File: src/rtl/uart_resp_pkg.sv
// Shared constants, state encoding and payload types for the UART register responder.
// Optional request/response checksums are enabled by UART_RESP_CHECKSUM_EN.
package uart_resp_pkg;

   localparam logic [7:0] OP_RD       = 8'h52;
   localparam logic [7:0] OP_WR       = 8'h57;
   localparam logic [7:0] ACK         = 8'h41;
   localparam logic [7:0] NACK        = 8'h4E;
   localparam logic [7:0] STATUS_ADDR = 8'h0F;

   localparam int unsigned RESP_DEPTH = 3;
   localparam int unsigned IDX_W      = 2;

   typedef enum logic [2:0] {
      IDLE,
      GET_ADDR,
      GET_DATA,
`ifdef UART_RESP_CHECKSUM_EN
      GET_CSUM,
`endif
      EXEC,
      SEND_REQ,
      SEND_WAIT
   } state_e;

   // Received byte together with the error flags captured alongside it
   typedef struct packed {
      logic [7:0] data;
      logic [2:0] err;
   } rx_byte_t;

   function automatic int unsigned idx_width(input int unsigned n);
      return (n > 1) ? $clog2(n) : 1;
   endfunction

endpackage

File: src/rtl/uart_reg_responder_if.sv
// UART-side connection of the register responder: receiver outputs in, transmitter controls out.
interface uart_reg_responder_if;

   logic [7:0] rx_data;
   logic       rx_done;
   logic [2:0] rx_error;
   logic       tx_done;
   logic       tx_active;
   logic       tx_send;
   logic [7:0] tx_data;

   // master is the UART side, slave is the responder
   modport master (
      output rx_data, rx_done, rx_error, tx_done, tx_active,
      input  tx_send, tx_data
   );

   modport slave (
      input  rx_data, rx_done, rx_error, tx_done, tx_active,
      output tx_send, tx_data
   );

endinterface

File: src/rtl/uart_resp_regfile.sv
// Byte register file: synchronous write port, combinational read mux with the status byte at 0xF.
module uart_resp_regfile
   import uart_resp_pkg::*;
#(
   parameter  int unsigned NUM_REGS = 15,
   localparam int unsigned AW       = idx_width(NUM_REGS)
) (
   input  logic          clk,
   input  logic          rst,
   input  logic          we,
   input  logic [AW-1:0] waddr,
   input  logic [7:0]    wdata,
   input  logic [7:0]    raddr,
   input  logic [7:0]    status_in,
   output logic [7:0]    rdata_c,
   output logic [7:0]    ctrl_out
);

   logic [7:0] regs [NUM_REGS];

   always_ff @(posedge clk) begin
      if (rst) begin
         regs <= '{default: '0};
      end else if (we) begin
         regs[waddr] <= wdata;
      end
   end

   always_comb begin
      rdata_c = '0;
      if (raddr == STATUS_ADDR) begin
         rdata_c = status_in;
      end else if (raddr < 8'(NUM_REGS)) begin
         rdata_c = regs[raddr[AW-1:0]];
      end
   end

   assign ctrl_out = regs[0];

endmodule

File: src/rtl/uart_reg_responder.sv
// Host-driven register port over UART: parses read/write frames and answers with ACK/data or NACK.
// Define UART_RESP_CHECKSUM_EN to add XOR checksums to requests and ACK responses.
module uart_reg_responder
   import uart_resp_pkg::*;
#(
   parameter  int unsigned NUM_REGS       = 15,
   parameter  int unsigned TIMEOUT_CYCLES = 1_000_000,
   localparam int unsigned AW             = idx_width(NUM_REGS),
   localparam int unsigned TW             = $clog2(TIMEOUT_CYCLES + 1)
) (
   input  logic                clk,
   input  logic                rst,
   uart_reg_responder_if.slave uart,
   input  logic [7:0]          status_in,
   output logic [7:0]          ctrl_out,
   output logic                busy
);

   state_e state_q, state_nxt;

   logic     rx_done_q, rx_evt_q, tx_done_q, tx_evt_q;
   rx_byte_t rx_q;

   logic                              wr_q, wr_nxt;
   logic [7:0]                        addr_q, addr_nxt;
   logic [7:0]                        data_q, data_nxt;
   logic [RESP_DEPTH-1:0][7:0]        resp_q, resp_nxt;
   logic [IDX_W-1:0]                  len_q, len_nxt;
   logic [IDX_W-1:0]                  idx_q, idx_nxt;
   logic [TW-1:0]                     tmo_q, tmo_nxt;
`ifdef UART_RESP_CHECKSUM_EN
   logic [7:0]                        csum_q, csum_nxt;
`endif
   logic                              we, nack, get_state;
   logic [7:0]                        rdata_c;

   uart_resp_regfile #(.NUM_REGS(NUM_REGS)) u_regfile (
      .clk       (clk),
      .rst       (rst),
      .we        (we),
      .waddr     (addr_q[AW-1:0]),
      .wdata     (data_q),
      .raddr     (addr_q),
      .status_in (status_in),
      .rdata_c   (rdata_c),
      .ctrl_out  (ctrl_out)
   );

   // Rising-edge detection of the UART done flags; the byte is latched with its event
   always_ff @(posedge clk) begin
      if (rst) begin
         rx_done_q <= 1'b0;
         rx_evt_q  <= 1'b0;
         rx_q      <= '0;
         tx_done_q <= 1'b0;
         tx_evt_q  <= 1'b0;
      end else begin
         rx_done_q <= uart.rx_done;
         rx_evt_q  <= uart.rx_done & ~rx_done_q;
         if (uart.rx_done & ~rx_done_q) begin
            rx_q <= '{data: uart.rx_data, err: uart.rx_error};
         end
         tx_done_q <= uart.tx_done;
         tx_evt_q  <= uart.tx_done & ~tx_done_q;
      end
   end

   always_comb begin
      get_state = (state_q == GET_ADDR) || (state_q == GET_DATA)
`ifdef UART_RESP_CHECKSUM_EN
                  || (state_q == GET_CSUM)
`endif
                  ;
   end

   always_comb begin
      state_nxt = state_q;
      wr_nxt    = wr_q;
      addr_nxt  = addr_q;
      data_nxt  = data_q;
      resp_nxt  = resp_q;
      len_nxt   = len_q;
      idx_nxt   = idx_q;
      tmo_nxt   = '0;
      we        = 1'b0;
      nack      = 1'b0;
`ifdef UART_RESP_CHECKSUM_EN
      csum_nxt  = csum_q;
`endif
      case (state_q)
         IDLE: begin
            if (rx_evt_q) begin
               if (rx_q.err != '0 || (rx_q.data != OP_RD && rx_q.data != OP_WR)) begin
                  nack = 1'b1;
               end else begin
                  wr_nxt    = (rx_q.data == OP_WR);
                  state_nxt = GET_ADDR;
`ifdef UART_RESP_CHECKSUM_EN
                  csum_nxt  = rx_q.data;
`endif
               end
            end
         end
         GET_ADDR: begin
            if (rx_evt_q) begin
               if (rx_q.err != '0) begin
                  nack = 1'b1;
               end else begin
                  addr_nxt = rx_q.data;
`ifdef UART_RESP_CHECKSUM_EN
                  csum_nxt  = csum_q ^ rx_q.data;
                  state_nxt = wr_q ? GET_DATA : GET_CSUM;
`else
                  state_nxt = wr_q ? GET_DATA : EXEC;
`endif
               end
            end
         end
         GET_DATA: begin
            if (rx_evt_q) begin
               if (rx_q.err != '0) begin
                  nack = 1'b1;
               end else begin
                  data_nxt = rx_q.data;
`ifdef UART_RESP_CHECKSUM_EN
                  csum_nxt  = csum_q ^ rx_q.data;
                  state_nxt = GET_CSUM;
`else
                  state_nxt = EXEC;
`endif
               end
            end
         end
`ifdef UART_RESP_CHECKSUM_EN
         GET_CSUM: begin
            if (rx_evt_q) begin
               if (rx_q.err != '0 || rx_q.data != csum_q) begin
                  nack = 1'b1;
               end else begin
                  state_nxt = EXEC;
               end
            end
         end
`endif
         EXEC: begin
            idx_nxt     = '0;
            state_nxt   = SEND_REQ;
            resp_nxt[0] = ACK;
            if (wr_q) begin
               if (addr_q < 8'(NUM_REGS)) begin
                  we      = 1'b1;
                  len_nxt = IDX_W'(1);
`ifdef UART_RESP_CHECKSUM_EN
                  resp_nxt[1] = ACK;
                  len_nxt     = IDX_W'(2);
`endif
               end else begin
                  nack = 1'b1;
               end
            end else if (addr_q < 8'(NUM_REGS) || addr_q == STATUS_ADDR) begin
               resp_nxt[1] = rdata_c;
               len_nxt     = IDX_W'(2);
`ifdef UART_RESP_CHECKSUM_EN
               resp_nxt[2] = ACK ^ rdata_c;
               len_nxt     = IDX_W'(3);
`endif
            end else begin
               nack = 1'b1;
            end
         end
         SEND_REQ: begin
            if (uart.tx_active) begin
               state_nxt = SEND_WAIT;
            end
         end
         SEND_WAIT: begin
            if (tx_evt_q) begin
               if (idx_q + IDX_W'(1) < len_q) begin
                  idx_nxt   = idx_q + IDX_W'(1);
                  state_nxt = SEND_REQ;
               end else begin
                  idx_nxt   = '0;
                  state_nxt = IDLE;
               end
            end
         end
         default: state_nxt = IDLE;
      endcase

      // A byte in the same cycle as expiry wins; the counter stays cleared
      if (get_state && !rx_evt_q) begin
         if (tmo_q == TW'(TIMEOUT_CYCLES)) begin
            tmo_nxt   = tmo_q;
            state_nxt = IDLE;
         end else begin
            tmo_nxt = tmo_q + TW'(1);
         end
      end

      if (nack) begin
         resp_nxt[0] = NACK;
         len_nxt     = IDX_W'(1);
         idx_nxt     = '0;
         state_nxt   = SEND_REQ;
      end
   end

   always_ff @(posedge clk) begin
      if (rst) begin
         state_q      <= IDLE;
         wr_q         <= 1'b0;
         addr_q       <= '0;
         data_q       <= '0;
         resp_q       <= '0;
         len_q        <= '0;
         idx_q        <= '0;
         tmo_q        <= '0;
`ifdef UART_RESP_CHECKSUM_EN
         csum_q       <= '0;
`endif
         uart.tx_send <= 1'b0;
         uart.tx_data <= '0;
         busy         <= 1'b0;
      end else begin
         state_q      <= state_nxt;
         wr_q         <= wr_nxt;
         addr_q       <= addr_nxt;
         data_q       <= data_nxt;
         resp_q       <= resp_nxt;
         len_q        <= len_nxt;
         idx_q        <= idx_nxt;
         tmo_q        <= tmo_nxt;
`ifdef UART_RESP_CHECKSUM_EN
         csum_q       <= csum_nxt;
`endif
         uart.tx_send <= (state_nxt == SEND_REQ);
         if (state_nxt == SEND_REQ) begin
            uart.tx_data <= resp_nxt[idx_nxt];
         end
         busy         <= (state_nxt != IDLE);
      end
   end

endmodule
File: src/flat_wrapper.sv
// flat-port wrapper written by rule: the top's interface ports become plain ports
module uart_reg_responder_flat import uart_resp_pkg::*;
#(
   parameter  int unsigned NUM_REGS       = 15,
   parameter  int unsigned TIMEOUT_CYCLES = 1_000_000,
   localparam int unsigned AW             = idx_width(NUM_REGS),
   localparam int unsigned TW             = $clog2(TIMEOUT_CYCLES + 1)
)
  (clk, rst, status_in, ctrl_out, busy, uart_rx_data, uart_rx_done, uart_rx_error, uart_tx_done, uart_tx_active, uart_tx_send, uart_tx_data);
  uart_reg_responder_if uart_i ();
  input  logic clk;
  input  logic rst;
  input  logic [7:0] status_in;
  output logic [7:0] ctrl_out;
  output logic busy;
  input wire logic [$bits(uart_i.rx_data)-1:0] uart_rx_data;
  input wire logic [$bits(uart_i.rx_done)-1:0] uart_rx_done;
  input wire logic [$bits(uart_i.rx_error)-1:0] uart_rx_error;
  input wire logic [$bits(uart_i.tx_done)-1:0] uart_tx_done;
  input wire logic [$bits(uart_i.tx_active)-1:0] uart_tx_active;
  output wire logic [$bits(uart_i.tx_send)-1:0] uart_tx_send;
  output wire logic [$bits(uart_i.tx_data)-1:0] uart_tx_data;
  assign uart_i.rx_data = uart_rx_data;
  assign uart_i.rx_done = uart_rx_done;
  assign uart_i.rx_error = uart_rx_error;
  assign uart_i.tx_done = uart_tx_done;
  assign uart_i.tx_active = uart_tx_active;
  assign uart_tx_send = uart_i.tx_send;
  assign uart_tx_data = uart_i.tx_data;
  uart_reg_responder #(.NUM_REGS(NUM_REGS), .TIMEOUT_CYCLES(TIMEOUT_CYCLES)) u_core (.clk(clk), .rst(rst), .uart(uart_i), .status_in(status_in), .ctrl_out(ctrl_out), .busy(busy));
endmodule
File: config.mk
export PLATFORM = sky130hd
export DESIGN_NAME = uart_reg_responder_flat
export DESIGN_NICKNAME = d
export VERILOG_FILES = /design/src/rtl/uart_resp_pkg.sv /design/src/rtl/uart_reg_responder_if.sv /design/src/rtl/uart_resp_regfile.sv /design/src/rtl/uart_reg_responder.sv /design/src/flat_wrapper.sv
export SDC_FILE = /design/constraint.sdc
export NUM_CORES = 1
export LEC_CHECK = 0
export CORE_MARGIN = 2
export CORE_UTILIZATION = 50
export CTS_BUF_LIST = sky130_fd_sc_hd__clkbuf_4 sky130_fd_sc_hd__clkbuf_8
export DETAILED_ROUTE_END_ITERATION = 7
export PLACE_DENSITY = 0.64
export SYNTH_ARGS = -nofsm -noshare
export SYNTH_HDL_FRONTEND = slang
export SYNTH_SLANG_ARGS = --single-unit
export TNS_END_PERCENT = 5
File: constraint.sdc
create_clock -name clk -period 4.78 [get_ports clk]
set_input_delay 0.956 -clock clk [delete_from_list [all_inputs] [get_ports clk]]
set_output_delay 0.956 -clock clk [all_outputs]
set_load 0.05 [all_outputs]
### Word-level counts from Yosys, hierarchy flattened

Cells that the tools add are included.

| word-level totals | value |
|---|---|
| latch bits | 0 |
| output and inout bits | 18 |
| flip-flop bits (word level) | 205 |
| logic and storage cells | 131 |
| input bits | 24 |
| bits in writable memories | 0 |
| memory bits (read-only) | 0 |
| memories | 0 |

| operators by class | value |
|---|---|
| divide/modulo/power cells | 0 |
| muxes and demuxes | 48 |
| magnitude comparators | 5 |
| eq/ne operators | 13 |
| bitwise operators | 8 |
| shifts and indexed selects | 0 |
| multipliers | 0 |
| reduce and logical (&&, ||, !) cells | 21 |
| add/subtract/negate cells | 2 |

Operator list:

| kind | number |
|---|---|
| bitwise mux 120 bit | 1 |
| two-way mux 8 bit | 9 |
| two-way mux 3 bit | 12 |
| binary-select mux 8 bit (select 4 bit) | 1 |
| demux 8 bit (select 4 bit) | 1 |
| adder 20 x 1 -> 20 bit, second input constant | 1 |
| equality test 20 bit, second input constant | 1 |
| case mux 3 bit (6 select lines) | 1 |
| binary-select mux 8 bit (select 2 bit) | 1 |
| two-way mux 16 bit | 1 |
| inequality test 8 x 7 -> 1 bit, second input constant | 2 |
| AND reduction 3 bit | 5 |
| two-way mux 1 bit | 13 |
| two-way mux 2 bit | 6 |
| equality test 3 bit, second input constant | 3 |
| nonzero test 3 bit | 3 |
| equality test 8 x 4 -> 1 bit, second input constant | 1 |
| equality test 8 x 7 -> 1 bit, second input constant | 1 |
| less-than comparator 8 x 4 -> 1 bit, second input constant | 1 |
| equality test 3 x 2 -> 1 bit, second input constant | 2 |
| OR reduction 2 bit | 3 |
| greater-or-equal comparator 5 bit, second input constant | 1 |
| less-than comparator 5 x 1 -> 1 bit, second input constant | 1 |
| inverter 1 bit | 5 |
| other kinds (15) | 21 |

### Longest topological paths before layout

Gate-level depths: netlist of run 1.

| logic depth | value |
|---|---|
| word-level depth | 12 |
| depth in mapped cells | 9 |

### By module

A second synthesis of run 1 with hierarchy kept.

| second synthesis, totals | value |
|---|---|
| cell total of the unflattened synthesis | 1063 |
| area, all modules | 9539.1 µm² |

Modules (own cells, without submodules):

| module | cells an instance | area each (µm²) | instances |
|---|---|---|---|
| uart_resp_regfile | 664 | 5899.4 | 1 |
| uart_reg_responder | 399 | 3639.7 | 1 |

### Least setup slack after synthesis of run 1

Ideal clock, no wire load.

| path | value |
|---|---|
| kind | register to register |
| start point | register u_core.idx_q[0] |
| end point | register u_core.uart.tx_data[1] |
| path slack | 2602 ps |
| arrival time | 2029 ps |
| setup time | 149 ps |
| path buffers | 2 |
| stages on the path, launching flop included | 9 |
| cells stage by stage | dfxtp_1 > xor2_1 > ha_1 > or4_1 > clkbuf_1 > and2_1 > clkbuf_1 > o2111ai_1 > a31oi_1 |

| between the ends | value |
|---|---|
| longest elaborated chain between the ends | 9 |
| elaborated cells between the ends (all ways) | 15 |
| those cells by class | add/sub (1); order compare (1); eq/ne (1); mux (12) |

RTL lines:

| element | line | source |
|---|---|---|
| from (decl) | uart_reg_responder.sv:29 | `logic [IDX_W-1:0] idx_q, idx_nxt;` |
| from (signal assigned) | uart_reg_responder.sv:231 | `idx_q <= idx_nxt;` |
| adder 2 x 1 -> 2 bit | uart_reg_responder.sv:178, uart_reg_responder.sv:179 |  |
| less-than comparator 2 bit | uart_reg_responder.sv:178 | `if (idx_q + IDX_W'(1) < len_q) begin` |
| two-way mux 3 bit | uart_reg_responder.sv:178 |  |
| two-way mux 3 bit | uart_reg_responder.sv:177 | `if (tx_evt_q) begin` |
| case mux 3 bit (6 select lines) | uart_reg_responder.sv:90 | `case (state_q)` |
| two-way mux 3 bit | uart_reg_responder.sv:192 | `if (tmo_q == TW'(TIMEOUT_CYCLES)) begin` |
| two-way mux 3 bit | uart_reg_responder.sv:191 | `if (get_state && !rx_evt_q) begin` |
| two-way mux 3 bit | uart_reg_responder.sv:200 | `if (nack) begin` |
| equality test 3 bit | uart_reg_responder.sv:237 | `if (state_nxt == SEND_REQ) begin` |
| to (signal assigned) | uart_reg_responder.sv:238 | `uart.tx_data <= resp_nxt[idx_nxt];` |
| to (decl) | uart_reg_responder_if.sv:20 | `output tx_send, tx_data` |

Several ways; a longest one is shown, not always the timed one. The select of a mux whose other input is x is not followed.
A chain may end at the register's enable or synchronous reset.

### Worst setup path after layout of run 1

| path | value |
|---|---|
| start point | register u_core.state_q[0] |
| end point | register u_core.u_regfile.regs[53] in the netlist's numbering |

| between the ends | value |
|---|---|
| longest elaborated chain between the ends | 2 |

RTL lines:

| element | line | source |
|---|---|---|
| from (decl) | uart_reg_responder.sv:19 | `state_e state_q, state_nxt;` |
| from (signal assigned) | uart_reg_responder.sv:225 | `state_q <= state_nxt;` |
| equality test 3 x 2 -> 1 bit | uart_reg_responder.sv:90 |  |
| two-way mux 1 bit | uart_reg_responder.sv:90 |  |
| to (signal, indexed assignment) | uart_resp_regfile.sv:25 | `regs[waddr] <= wdata;` |
| to (decl) | uart_resp_regfile.sv:19 | `logic [7:0] regs [NUM_REGS];` |

Every way passes these cells.

==> results of run 1 <==
==> logic make-up after synthesis <==
| family | synth area share [%] |
|---|---|
| AND/OR/NAND/NOR | 19.5 |
| AO/OA/AOI/OAI | 13.1 |
| flip-flops | 45.0 |
| multiplexers | 15.9 |
| buffers and inverters | 4.18 |
| XOR/XNOR | 1.92 |
| adder cells (fa/ha/maj) | 0.411 |
==> sequential cells by signal, indices dropped and copies added (netlist names) <==
signal	flops
u_core.addr_q	8
u_core.busy	1
u_core.data_q	8
u_core.idx_q	2
u_core.len_q	2
u_core.resp_q	16
u_core.rx_done_q	1
u_core.rx_evt_q	1
u_core.rx_q	11
u_core.state_q	3
u_core.tmo_q	20
u_core.tx_done_q	1
u_core.tx_evt_q	1
u_core.u_regfile.ctrl_out	8
u_core.u_regfile.regs	112
u_core.uart.tx_data	8
u_core.uart.tx_send	1
u_core.wr_q	1
==> through the flow <==
| step | utilization, % | instance area, sq um | std cells | setup WS (ns) |
|---|---|---|---|---|
| 5_1_grt | 57.2 | 10300 | 1262 | 1.58 |
| 2_1_floorplan | - | 9120 | 1002 | 2.60 |
| 3_5_place_dp | 53.0 | 9520 | 1196 | 1.87 |
| 4_1_cts | 57.2 | 10300 | 1262 | 1.86 |
| 3_3_place_gp | 53.0 | 9520 | 1196 | 1.90 |
| 6_report | 57.2 | 10300 | 1262 | 1.89 |
==> worst max-delay path: stages, from the launching register on <==
cell and delay, ns:
dfxtp_1 0.59, and3b_1 0.55, nand4_1 0.55, nor3_1 0.84, nand2_1 0.12, a21oi_1 0.17
==> cell type report <==
cell class	instances	area [sq um]	area share [%]
timing repair buffer	46	458	4.45
clock inverter	4	30.0	0.292
inverter	7	26.3	0.256
clock buffer	62	734	7.14
sequential	205	4110	39.9
tap	229	287	2.79
multi-input combinational	709	4640	45.1
==> worst min path at each step <==
stage	startpoint	endpoint	cells past startpoint
floorplan	u_core.tx_done_q$_SDFF_PP0_	u_core.tx_evt_q$_SDFF_PP0_	1
global placement	u_core.tx_done_q$_SDFF_PP0_	u_core.tx_evt_q$_SDFF_PP0_	1
detailed placement	u_core.tx_done_q$_SDFF_PP0_	u_core.tx_evt_q$_SDFF_PP0_	1
CTS	u_core.tx_done_q$_SDFF_PP0_	u_core.tx_evt_q$_SDFF_PP0_	1
global route	u_core.tx_done_q$_SDFF_PP0_	u_core.tx_evt_q$_SDFF_PP0_	1
finish	u_core.tx_done_q$_SDFF_PP0_	u_core.tx_evt_q$_SDFF_PP0_	1
==> metal layers <==
layer | share of wire, % | vias up
li1 | - | 3520
met1 | 47 | 3490
met2 | 46 | 170
met3 | 5.0 | 42
met4 | 2.5 | 0
met5 | 0 | -
==> layout by cell type (no fill, tap or decap), drive strengths merged, types with 5 or more instances in the layout <==
cell type / n
o2111ai: 8
nand2b: 17
buf: 6
nand2: 145
clkdlybuf4s50: 40
inv: 9
xor2: 11
dfxtp: 205
o21ai: 53
nor2b: 11
xnor2: 9
mux4: 24
mux2i: 73
mux2: 16
nor3: 13
and3: 5
nor2: 112
a31oi: 5
a21oi: 108
nor4: 6
nand3: 20
nand4: 6
o2bb2ai: 8
nor3b: 6
clkbuf: 62
a221o: 9
==> power by group <==
group          internal [uW]  switching [uW]  leakage (uW)  total, uW
logic                   46.0            76.8       0.00137        123
clock network            970             714      0.000410       1680
registers               1730            14.6       0.00166       1740
total                   2740             806       0.00344       3550
==> results.py, run 1 <==
metrics = {
    "worst_setup_path": {
        "cp.required_ns": 5.25,
        "cp-end-kind": "flip-flop",
        "r2r-start": "u_core.state_q[0]$_SDFF_PP0_",
        "r2r_slack_ns": 1.89,
        "critPathKind": "flip-flop to flip-flop",
        "endpoint": "u_core.u_regfile.regs[53]$_SDFFE_PP0P_",
        "cp.arrival_ns": 3.36,
        "r2r-end": "u_core.u_regfile.regs[53]$_SDFFE_PP0P_",
        "worstRegToRegCells": 5,
        "critPathLaunchType": "flip-flop",
        "worstSetupStartpoint": "u_core.state_q[0]$_SDFF_PP0_",
        "critPathMaxFanout": 15,
    },
    "grt": {
        "grt_first_pass_wirelength_um": 36000,
        "top_usage_layer": "met2",
        "grt_max_degree": 101,
        "use_met3_pct": 4.32,
        "grt_pass1_vias": 6826,
        "met2_usage_pct": 36.0,
        "grtUsageTotal_pct": 22.8,
        "antenna_found_initial": 0,
        "gr-total-overflow": 0,
        "grt_use_met1_pct": 31.7,
    },
    "clock_tree": {
        "htreeDepth": 2,
        "cts_tree": "built",
        "post_cts_buffers": 0,
        "path_clk_slew_ns": 0.06,
        "cts_resized": 0,
        "cts_hold_buffers": 0,
        "cts_made_buffers": 37,
        "cts_num_sinks": 205,
        "cts_root_buf": "clkbuf_8",
        "clock_latency_ns": 0.54,
        "cts_buffer_depth": 3,
    },
    "route": {
        "antenna_left": 0,
        "drc": 0,
        "drt-initial-drc-count": 494,
        "viasPerCell": 5.72,
        "first_pass_iters": 5,
        "post_drt_wl_per_cell_um": 17.6,
        "routed_wirelength_um": 22300,
        "via_count": 7222,
    },
    "placed_design": {
        "dp_hpwl_um": 14100,
        "port_buffers": 41,
        "place_congestion": 0.784,
    },
    "logic_synthesis": {
        "synth_nets": 1029,
        "ys_seq_elements": 205,
        "yosysTopAreaCellShare_pct": 45.0,
        "synth.avg_cell_area_sq_um": 9.11,
        "async_reset_ff_share_pct": 0,
        "yosysMostFrequentCell": "dfxtp_1",
        "seq_area_frac_synth_pct": 45.0,
        "synthCells": 1002,
        "synth_area_leader_cell": "dfxtp_1",
        "synth_edf_count": 0,
        "yosys_warnings": 0,
        "synth.top_cells.by_area": "dfxtp_1, mux2i_1, nand2_1, a21oi_1, mux4_2",
        "synthFlopType": "dfxtp_1",
        "synth_common_cells": "dfxtp_1, nand2_1, nor2_1, a21oi_1, mux2i_1",
        "synth_cell_types": 59,
        "netlist_area_sq_mm": 0.00912,
    },
    "sta": {
        "rsz0062_at_grt": "no",
        "fin_tns_setup_ns": 0,
        "max_slew_margin_pct": 34.6,
        "timing.fmax_mhz": 346,
        "drv_slew": 0,
        "hold_slack_ns": 0.405,
        "skew_ns": 0.0346,
        "setup_viol": 0,
        "tightest_slew_ns": 0.975,
        "finalHoldViolCount": 0,
        "period_needed_ns": 2.89,
        "finalCritPeriodShare_pct": 60.5,
    },
    "power_and_ir_drop": {
        "power_density_mw_per_mm2": 345,
        "p_leak_uw": 0.00344,
        "ir_drop_v": 0.000284,
        "total_power_uw": 3550,
    },
    "floorplan": {
        "rows": 49,
        "core-area_sq_mm": 0.0180,
        "die_area_sq_mm": 0.0193,
        "start_util_pct": 50.8,
        "io-pin-count": 42,
        "chipHeight_um": 139,
        "die_w_um": 139,
    },
    "finish": {
        "nets": 1033,
        "drive_gt1_share_pct": 12.7,
        "area_delta_synth_final_pct": 12.7,
        "n_antenna_cell": 0,
        "fillCellCount": 1641,
    },
    "job": {
        "cap_violations": 0,
    },
    "outcome": {
        "outcome": "complete, no violations",
    },
    "worst_hold_path": {
        "hold_class": "flip-flop to flip-flop",
    },
}
Note: power is estimated with default switching activity, not from simulation.
==> run 2, diff against run 1 <==
- clock period: 4.78 -> 2.85 ns (I/O delays scaled with it)
==> run 2 against run 1 <==
Net effect:
- via count is 0.24% higher
- worst setup slack worse by 1.6 ns
- critical path depth is 2 higher
- flip-flop and latch count stayed put
- clock power is 74% higher
- core utilization is 1.7 points higher
- cell count is 2.5% higher
- hold slack worse by 0.026 ns
- non-clock buffer count is 32 higher
- global-route usage is 1.1 points higher
- largest cell class unchanged
==> results.py, run 2 (synthesized netlist as in run 1, its figures left out) <==
metrics = {
    "worst_setup_path": {
        "critPathLaunchType": "flip-flop",
        "cp-end-kind": "flip-flop",
        "critPathKind": "flip-flop to flip-flop",
        "worstRegToRegCells": 7,
        "cp.required_ns": 3.31,
        "cp.arrival_ns": 3.03,
        "critPathMaxFanout": 8,
    },
    "clock_tree": {
        "cts_root_buf": "clkbuf_8",
        "cts_buffer_depth": 3,
        "cts_num_sinks": 205,
        "htreeDepth": 2,
        "path_clk_slew_ns": 0.06,
        "cts_made_buffers": 36,
        "clock_latency_ns": 0.54,
        "post_cts_buffers": 0,
        "cts_hold_buffers": 0,
        "cts_resized": 0,
        "cts_tree": "built",
    },
    "floorplan": {
        "die_w_um": 139,
        "chipHeight_um": 139,
        "rows": 49,
        "io-pin-count": 42,
        "start_util_pct": 50.8,
        "core-area_sq_mm": 0.0180,
        "die_area_sq_mm": 0.0193,
    },
    "route": {
        "first_pass_iters": 5,
        "via_count": 7239,
        "post_drt_wl_per_cell_um": 17.6,
        "routed_wirelength_um": 22800,
        "antenna_left": 0,
        "drc": 0,
        "viasPerCell": 5.60,
        "drt-initial-drc-count": 552,
    },
    "finish": {
        "fillCellCount": 1626,
        "multiInputGateArea_sq_mm": 0.00464,
        "final_util_pct": 58.9,
        "largest_registers": "u_core.u_regfile.regs (112), u_core.tmo_q (20), u_core.resp_q (16)",
        "seq_area_sq_mm": 0.00411,
        "nets": 1064,
        "final_common_cell": "dfxtp_1",
        "n_antenna_cell": 0,
        "top_register": "u_core.u_regfile.regs",
        "largest_reg_flops": 112,
        "area_delta_synth_final_pct": 15.9,
        "final_cell_mix": "dfxtp_1, nand2_1, nor2_1",
        "drive_gt1_share_pct": 15.2,
        "stdcell_area_sq_mm": 0.0106,
    },
    "placed_design": {
        "place_congestion": 0.785,
        "placed_area_sq_mm": 0.00977,
        "preCtsSetupSlack_ns": 0.273,
        "dp_hpwl_um": 14700,
        "port_buffers": 41,
    },
    "sta": {
        "hold_slack_ns": 0.379,
        "rsz0062_at_grt": "no",
        "finalCritPeriodShare_pct": 90.3,
        "max_slew_margin_pct": 29.0,
        "fin_tns_setup_ns": 0,
        "worst_slack_ns": 0.277,
        "drv_slew": 0,
        "skew_ns": 0.0203,
        "timing.fmax_mhz": 389,
        "setup_viol": 0,
        "period_needed_ns": 2.57,
        "finalHoldViolCount": 0,
        "tightest_slew_ns": 1.06,
    },
    "power_and_ir_drop": {
        "power_density_mw_per_mm2": 573,
        "p_leak_uw": 0.00362,
        "ir_drop_v": 0.000425,
    },
    "grt": {
        "gr-total-overflow": 0,
        "grtUsageTotal_pct": 23.8,
        "grt_pass1_vias": 7064,
        "antenna_found_initial": 0,
        "grt_max_degree": 73,
        "grt_first_pass_wirelength_um": 37600,
    },
    "worst_hold_path": {
        "hold_class": "flip-flop to flip-flop",
        "holdPathStages": 1,
    },
    "job": {
        "cap_violations": 0,
    },
    "outcome": {
        "outcome": "complete, no violations",
    },
}
run 2: layout make-up:
class / instances / area share, %
Clock inverter: 3 / 0.189
Sequential cell: 205 / 38.8
Clock buffer: 62 / 7.47
Multi-Input combinational cell: 709 / 43.8
Timing Repair Buffer: 78 / 6.72
Inverter: 7 / 0.248
Tap cell: 229 / 2.71
run 2: critical path: stages (launching register included):
cell and delay, ns:
dfxtp_1 0.36, xor2_1 0.18, ha_1 0.20, nor3b_1 0.29, a221oi_1 0.19, a211oi_1 0.86
o2111ai_1 0.22, a31oi_1 0.21
run 2: worst paths after layout:
path	slack, ns	to	from
worst max register to register	0.28	u_core.uart.tx_data[3]$_SDFFE_PP0N_	u_core.idx_q[0]$_SDFF_PP0_
worst min register to register	0.38	u_core.tx_evt_q$_SDFF_PP0_	u_core.tx_done_q$_SDFF_PP0_
worst min-delay path	0.38	u_core.tx_evt_q$_SDFF_PP0_	u_core.tx_done_q$_SDFF_PP0_
worst max-delay path	0.28	u_core.uart.tx_data[3]$_SDFFE_PP0N_	u_core.idx_q[0]$_SDFF_PP0_
run 2: through the flow:
stage          total power, uW  instances
2_1_floorplan             3110       1002
3_3_place_gp              3190       1228
3_5_place_dp              3190       1228
4_1_cts                   6120       1293
5_1_grt                   6290       1293
6_report                  6060       1293
run 2: where the power goes:
part / internal, uW / leakage [uW] / switching (uW) / total [uW]
logic: 81.3 / 0.00154 / 129 / 210
clock network: 1740 / 0.000424 / 1190 / 2930
registers: 2890 / 0.00166 / 24.6 / 2920
total: 4720 / 0.00362 / 1340 / 6060
run 2: per-layer routing:
layer	vias up	routed length (um)	part of all wire, %	GRT usage [%]
met4	0	437	1.9	7.23
met2	144	10600	47	37.8
met5	-	0	0	0
met3	34	1110	4.9	5.15
met1	3485	10600	47	32.9
li1	3576	-	-	-
